### config.mk
export PLATFORM = sky130hd
export DESIGN_NAME = audio_capture_ctrl
export DESIGN_NICKNAME = d
export VERILOG_FILES = /design/src/rtl/audio_capture_ctrl.sv
export SDC_FILE = /design/constraint.sdc
export NUM_CORES = 1
export LEC_CHECK = 0
export BUFFER_PORTS_ARGS = -buffer_cell sky130_fd_sc_hd__buf_2
export CAP_MARGIN = 20
export CORE_MARGIN = 4
export CORE_UTILIZATION = 47
export DETAILED_ROUTE_END_ITERATION = 8
export PLACE_DENSITY = 0.72
export SYNTH_ARGS = -nofsm -noshare
export SYNTH_HDL_FRONTEND = slang
export SYNTH_SLANG_ARGS = --single-unit
### constraint.sdc
create_clock -name clk -period 3 [get_ports clk]
set_input_delay 0.6 -clock clk [delete_from_list [all_inputs] [get_ports clk]]
set_output_delay 0.6 -clock clk [all_outputs]
set_load 0.01 [all_outputs]
### src/rtl/audio_capture_ctrl.sv
`default_nettype none
// ============================================================================
// Module      : audio_capture_ctrl
// Description : Record/playback sequencer for the PDM recorder datapath with
//               word counting, overrun/timeout detection and sticky status.
// Revision    : 1.0 - initial release
// ============================================================================
module audio_capture_ctrl #(
    parameter int LEN_W   = 10,
    parameter int SETTLE  = 16,
    parameter int TIMEOUT = 4096
) (
    input  logic             clk,
    input  logic             rst,
    input  logic             cmd_start,
    input  logic             cmd_abort,
    input  logic [LEN_W-1:0] cfg_len,
    input  logic             cfg_play,
    input  logic             word_push,
    input  logic             word_pop,
    input  logic             fifo_full,
    input  logic             fifo_empty,
    output logic             rec_en,
    output logic             play_en,
    output logic             busy,
    output logic             done,
    output logic             overrun,
    output logic             timeout,
    output logic [LEN_W-1:0] word_cnt,
    output logic [2:0]       state
);
    localparam int SET_W = $clog2(SETTLE + 1);
    localparam int GAP_W = $clog2(TIMEOUT + 1);
    localparam logic [SET_W-1:0] c_settle_last = SET_W'(SETTLE - 1);
    localparam logic [GAP_W-1:0] c_gap_last    = GAP_W'(TIMEOUT - 1);
    localparam logic [LEN_W-1:0] c_cnt_max     = '1;

    typedef enum logic [2:0] {
        S_IDLE   = 3'd0,
        S_ARM    = 3'd1,
        S_RECORD = 3'd2,
        S_PLAY   = 3'd3,
        S_FINISH = 3'd4
    } state_e;

    state_e           state_q, state_d;
    logic [LEN_W-1:0] len_q, len_d;
    logic [LEN_W-1:0] cnt_q, cnt_d;
    logic             play_cfg_q, play_cfg_d;
    logic [SET_W-1:0] settle_q, settle_d;
    logic [GAP_W-1:0] gap_q, gap_d;
    logic             done_q, done_d;
    logic             ovr_q, ovr_d;
    logic             to_q, to_d;
    logic             rec_en_q, play_en_q, busy_q;
    logic [LEN_W-1:0] w_cnt_inc;

    assign w_cnt_inc = (cnt_q == c_cnt_max) ? cnt_q : cnt_q + LEN_W'(1);

    always_comb begin
        state_d    = state_q;
        len_d      = len_q;
        play_cfg_d = play_cfg_q;
        cnt_d      = cnt_q;
        settle_d   = settle_q;
        gap_d      = gap_q;
        done_d     = done_q;
        ovr_d      = ovr_q;
        to_d       = to_q;

        case (state_q)
            S_IDLE: begin
                if (cmd_start && !cmd_abort) begin
                    len_d      = cfg_len;
                    play_cfg_d = cfg_play;
                    done_d     = 1'b0;
                    ovr_d      = 1'b0;
                    to_d       = 1'b0;
                    cnt_d      = '0;
                    settle_d   = '0;
                    gap_d      = '0;
                    state_d    = (cfg_len == '0) ? S_FINISH : S_ARM;
                end
            end
            S_ARM: begin
                if (cmd_abort) begin
                    state_d = S_IDLE;
                end else begin
                    // Counter parks at its last value while waiting for an empty FIFO
                    if (settle_q != c_settle_last)
                        settle_d = settle_q + SET_W'(1);
                    if (settle_q == c_settle_last && fifo_empty) begin
                        state_d = S_RECORD;
                        gap_d   = '0;
                    end
                end
            end
            S_RECORD: begin
                if (cmd_abort) begin
                    state_d = S_IDLE;
                end else begin
                    if (word_push) begin
                        cnt_d = w_cnt_inc;
                        gap_d = '0;
                    end else if (gap_q != c_gap_last) begin
                        gap_d = gap_q + GAP_W'(1);
                    end

                    if (word_push && w_cnt_inc == len_q) begin
                        state_d = play_cfg_q ? S_PLAY : S_FINISH;
                    end else if (fifo_full && cnt_q < len_q) begin
                        ovr_d   = 1'b1;
                        state_d = S_FINISH;
                    end else if (!word_push && gap_q == c_gap_last) begin
                        to_d    = 1'b1;
                        state_d = S_FINISH;
                    end
                end
            end
            S_PLAY: begin
                if (cmd_abort) begin
                    state_d = S_IDLE;
                end else begin
                    if (word_pop && cnt_q != '0)
                        cnt_d = cnt_q - LEN_W'(1);
                    if ((fifo_empty && !word_pop) || cnt_q == '0)
                        state_d = S_FINISH;
                end
            end
            S_FINISH: state_d = S_IDLE;
            default:  state_d = S_IDLE;
        endcase

        if (state_d == S_FINISH)
            done_d = 1'b1;
    end

    always_ff @(posedge clk) begin
        if (rst) begin
            state_q    <= S_IDLE;
            len_q      <= '0;
            play_cfg_q <= 1'b0;
            cnt_q      <= '0;
            settle_q   <= '0;
            gap_q      <= '0;
            done_q     <= 1'b0;
            ovr_q      <= 1'b0;
            to_q       <= 1'b0;
            rec_en_q   <= 1'b0;
            play_en_q  <= 1'b0;
            busy_q     <= 1'b0;
        end else begin
            state_q    <= state_d;
            len_q      <= len_d;
            play_cfg_q <= play_cfg_d;
            cnt_q      <= cnt_d;
            settle_q   <= settle_d;
            gap_q      <= gap_d;
            done_q     <= done_d;
            ovr_q      <= ovr_d;
            to_q       <= to_d;
            rec_en_q   <= (state_d == S_RECORD);
            play_en_q  <= (state_d == S_PLAY);
            busy_q     <= (state_d != S_IDLE);
        end
    end

    assign rec_en   = rec_en_q;
    assign play_en  = play_en_q;
    assign busy     = busy_q;
    assign done     = done_q;
    assign overrun  = ovr_q;
    assign timeout  = to_q;
    assign word_cnt = cnt_q;
    assign state    = state_q;

endmodule
`default_nettype wire

==> metrics <==
CTS Buffer Depth=2; net switching power=roughly 300 uW; synth top area cells=dfxtp_1 (30%), nand2_1 (6.5%), ha_1 (5.9%); DRT antenna net count=0; GRT Max-Usage Layer=met2; Flop pwr share=0.569; Worst Setup End Kind=flip-flop; register clock-pin slew on the reported worst setup and hold paths=around 0.09 ns; CP top delay family=simple AND/OR/NAND/NOR gates; # DRC=0; Synth Instances=421; worst hold margin=~0.47 ns; Iteration-0 DRC Markers=between 200 and 300; Logic pwr share=0.105; synthesized cell area=approximately 3200 sq um; Max FO, Critical Path=10; CTS tree=built; die area=8113 sq um; final setup fails=0; CTS resizes=0; Critical Path Source Type=flip-flop; Pint=~860 uW; average cell area after synthesis=about 7.5 sq um; post-DR wirelength/cell=14.96 microns; GR Util met2=0.3292; clock network fraction of total power=0.327; Power Density=330.0 nW/um^2; Buf/Inv on CP=0; top cell type's share of synthesized area=0.3036; Post-synth EDFFs=0; CTS Buf Count=5; final worst-path cycle share=0.9230; switching share of power=0.2577; CP max stage cell=dfxtp_1; CTS Hold Bufs=0; I/O Pins=38; GPL Wtd Cong=about 0.92; initial core utilization=0.4901; CP Class=reg2reg; Max-cap violations=0; Die Y-Extent=roughly 90 microns; grt total ovfl=0; fmax=between 0.3 and 0.4 GHz; NumNets Final=roughly 500; Vias/cell=5.949; Synth Register Bits=48; Main synth FF type=dfxtp_1; Tot GR Track Use=0.1972; Syn-to-layout area delta=11.23%; Critical Path RT=3.18 ns; Worst Skew=0.007118 ns; WP data arrival=approximately 3 ns; Post-Syn Nets=between 400 and 500; Power Total=between 1000 and 1500 uW; number of I/O port buffers=37; Slew headroom=0.3404; Core Area=approximately 6500 sq um; Lkg Pwr=about 0.0014 uW; Netlist cell types=66; Fin. Hold Viols=0; met1 Usage GRT=0.2687; clock root cell=clkbuf_8; clk_lat worst skew=0.30 ns; layout cells sized above 1=0.1586; antenna violations before repair=0; row count=29; Hold Crit Class=reg2reg; final wirelength=around 8000 microns; post-CTS setup buffer count=0; max incr delay on CP=between 0.5 and 0.6 ns; via count=about 3,200; Pre-antenna DRT Iters=5; RSZ-0062 raised after global routing=false; Die W=~90 microns; peak supply drop=around 0.00026 V; asr flop ratio synth=0; H-tree depth=2; clock sinks=48; status=completed; area leader, netlist=dfxtp_1; Slew Limit Fails=0; met3 Usage GRT=0.02671; post-route setup TNS=0 ns; Slew @ Worst Pin=approximately 0.99 ns; first-pass GRT wire length=roughly 14,000 microns; largest net degree at the start of global routing=30; crit-path cells=nand3_2 > o31a_1 > or3_1 > a222oi_1 > and4_1 > nor4b_2 > o31ai_4 > nor3_2; vias in the first global route=2,890; Tmin final=~2.8 ns; n_diodes=0; Ys Warns=0; register area share after synthesis=0.3036; post-DP HPWL=~6100 microns
[cell usage after synthesis, types with 2 or more instances]
cell type	count
a311oi_1	2
mux2i_1	2
and3_1	5
and4_1	5
xnor2_1	6
buf_4	4
a21oi_1	31
and2_1	2
inv_1	19
o21ai_0	16
nand2b_1	8
o31ai_1	3
dfxtp_1	48
mux2_2	2
ha_1	15
or3_1	7
nor2_1	47
nand4_1	9
o221ai_1	2
a31oi_1	5
nor3_2	2
nor2b_1	4
xor2_1	11
a22o_1	2
clkbuf_1	19
nor3_1	15
a22oi_1	5
o21ai_1	10
nor4_1	10
or4_1	2
a32oi_1	2
nand3_1	10
buf_2	3
nand2_1	55
nand3b_1	2
[layout by cell type (no fill, tap or decap), types with 7 or more instances in the layout]
| cell type | instances |
|---|---|
| nand4_1 | 9 |
| ha_1 | 15 |
| nor4_1 | 10 |
| nand2_1 | 55 |
| nand3_1 | 10 |
| buf_2 | 37 |
| nand2b_1 | 8 |
| o21ai_0 | 16 |
| xor2_1 | 11 |
| or3_1 | 7 |
| buf_4 | 14 |
| nor3_1 | 15 |
| o21ai_1 | 10 |
| a21oi_1 | 31 |
| nor2_1 | 47 |
| dfxtp_1 | 48 |
| inv_1 | 19 |
[state kept, by name (all words and copies together) (netlist names)]
| signal | flops |
|---|---|
| play_cfg_q | 1 |
| word_cnt | 10 |
| play_en | 1 |
| timeout | 1 |
| settle_q | 5 |
| len_q | 10 |
| overrun | 1 |
| busy | 1 |
| rec_en | 1 |
| state | 3 |
| done | 1 |
| gap_q | 13 |
[layer usage]
layer | vias up | share of wire
met4 | 0 | 0.015
met3 | 11 | 0.059
met2 | 109 | 0.46
li1 | 1574 | -
met1 | 1465 | 0.46
met5 | - | 0
[tightest hold or removal path, delay by kind of cell (launching register included)]
| kind | cells | cell delay, ns |
|---|---|---|
| DFF | 1 | 0.33 |
| AOI/OAI and AO/OA | 1 | 0.05 |
| and+or+nand+nor | 1 | 0.06 |
[power groups by stage]
stage / Combinational [uW] / Clock [uW] / Sequential (uW)
floorplan: 86.8 / 0 / 670
global placement: 120 / 0 / 675
detailed placement: 122 / 0 / 675
CTS: 123 / 392 / 660
global route: 138 / 411 / 663
finish: 122 / 379 / 661
[stage by stage]
| step | instances | area [sq um] | utilization | setup slack, ns |
|---|---|---|---|---|
| 5_1_grt | 531 | 3521 | 0.5451 | 0.05918 |
| 3_5_place_dp | 523 | 3436 | 0.5320 | 0.2666 |
| 6_report | 531 | 3521 | 0.5451 | 0.2311 |
| 3_3_place_gp | 523 | 3436 | 0.5320 | 0.3131 |
| 2_1_floorplan | 421 | 3166 | - | 0.4025 |
| 4_1_cts | 531 | 3521 | 0.5451 | 0.2594 |
[final cells by class]
class | instances | area, sq um
flip-flops and latches | 48 | 960.9
clock buffers | 7 | 76.32
repair buffers | 51 | 290.3
well taps | 77 | 96.34
multi-input cells | 328 | 2017
fillers | 637 | 2938
clock inverters | 1 | 8.758
inverters | 19 | 71.32
[kinds of logic (layout without fill, tap and decap cells)]
| group | count (synthesis) | count (layout) | share of synthesized area |
|---|---|---|---|
| AO/OA/AOI/OAI | 99 | 99 | 0.2075 |
| adder cells (fa/ha/maj) | 15 | 15 | 0.05929 |
| buffers and inverters | 45 | 78 | 0.05929 |
| AND/OR/NAND/NOR | 193 | 193 | 0.3099 |
| flip-flops | 48 | 48 | 0.3036 |
| XOR/XNOR | 17 | 17 | 0.04703 |
| multiplexers | 4 | 4 | 0.01344 |
[path summary, 6_finish.rpt]
check / from / endpoint / slack [ns] / cells past startpoint
max: word_cnt[3] / rec_en / 0.23 / 8
min: done / done / 0.47 / 2
max reg2reg: word_cnt[3] / rec_en / 0.23 / 8
min reg2reg: done / done / 0.47 / 2
(Power assumes the default switching activity.)
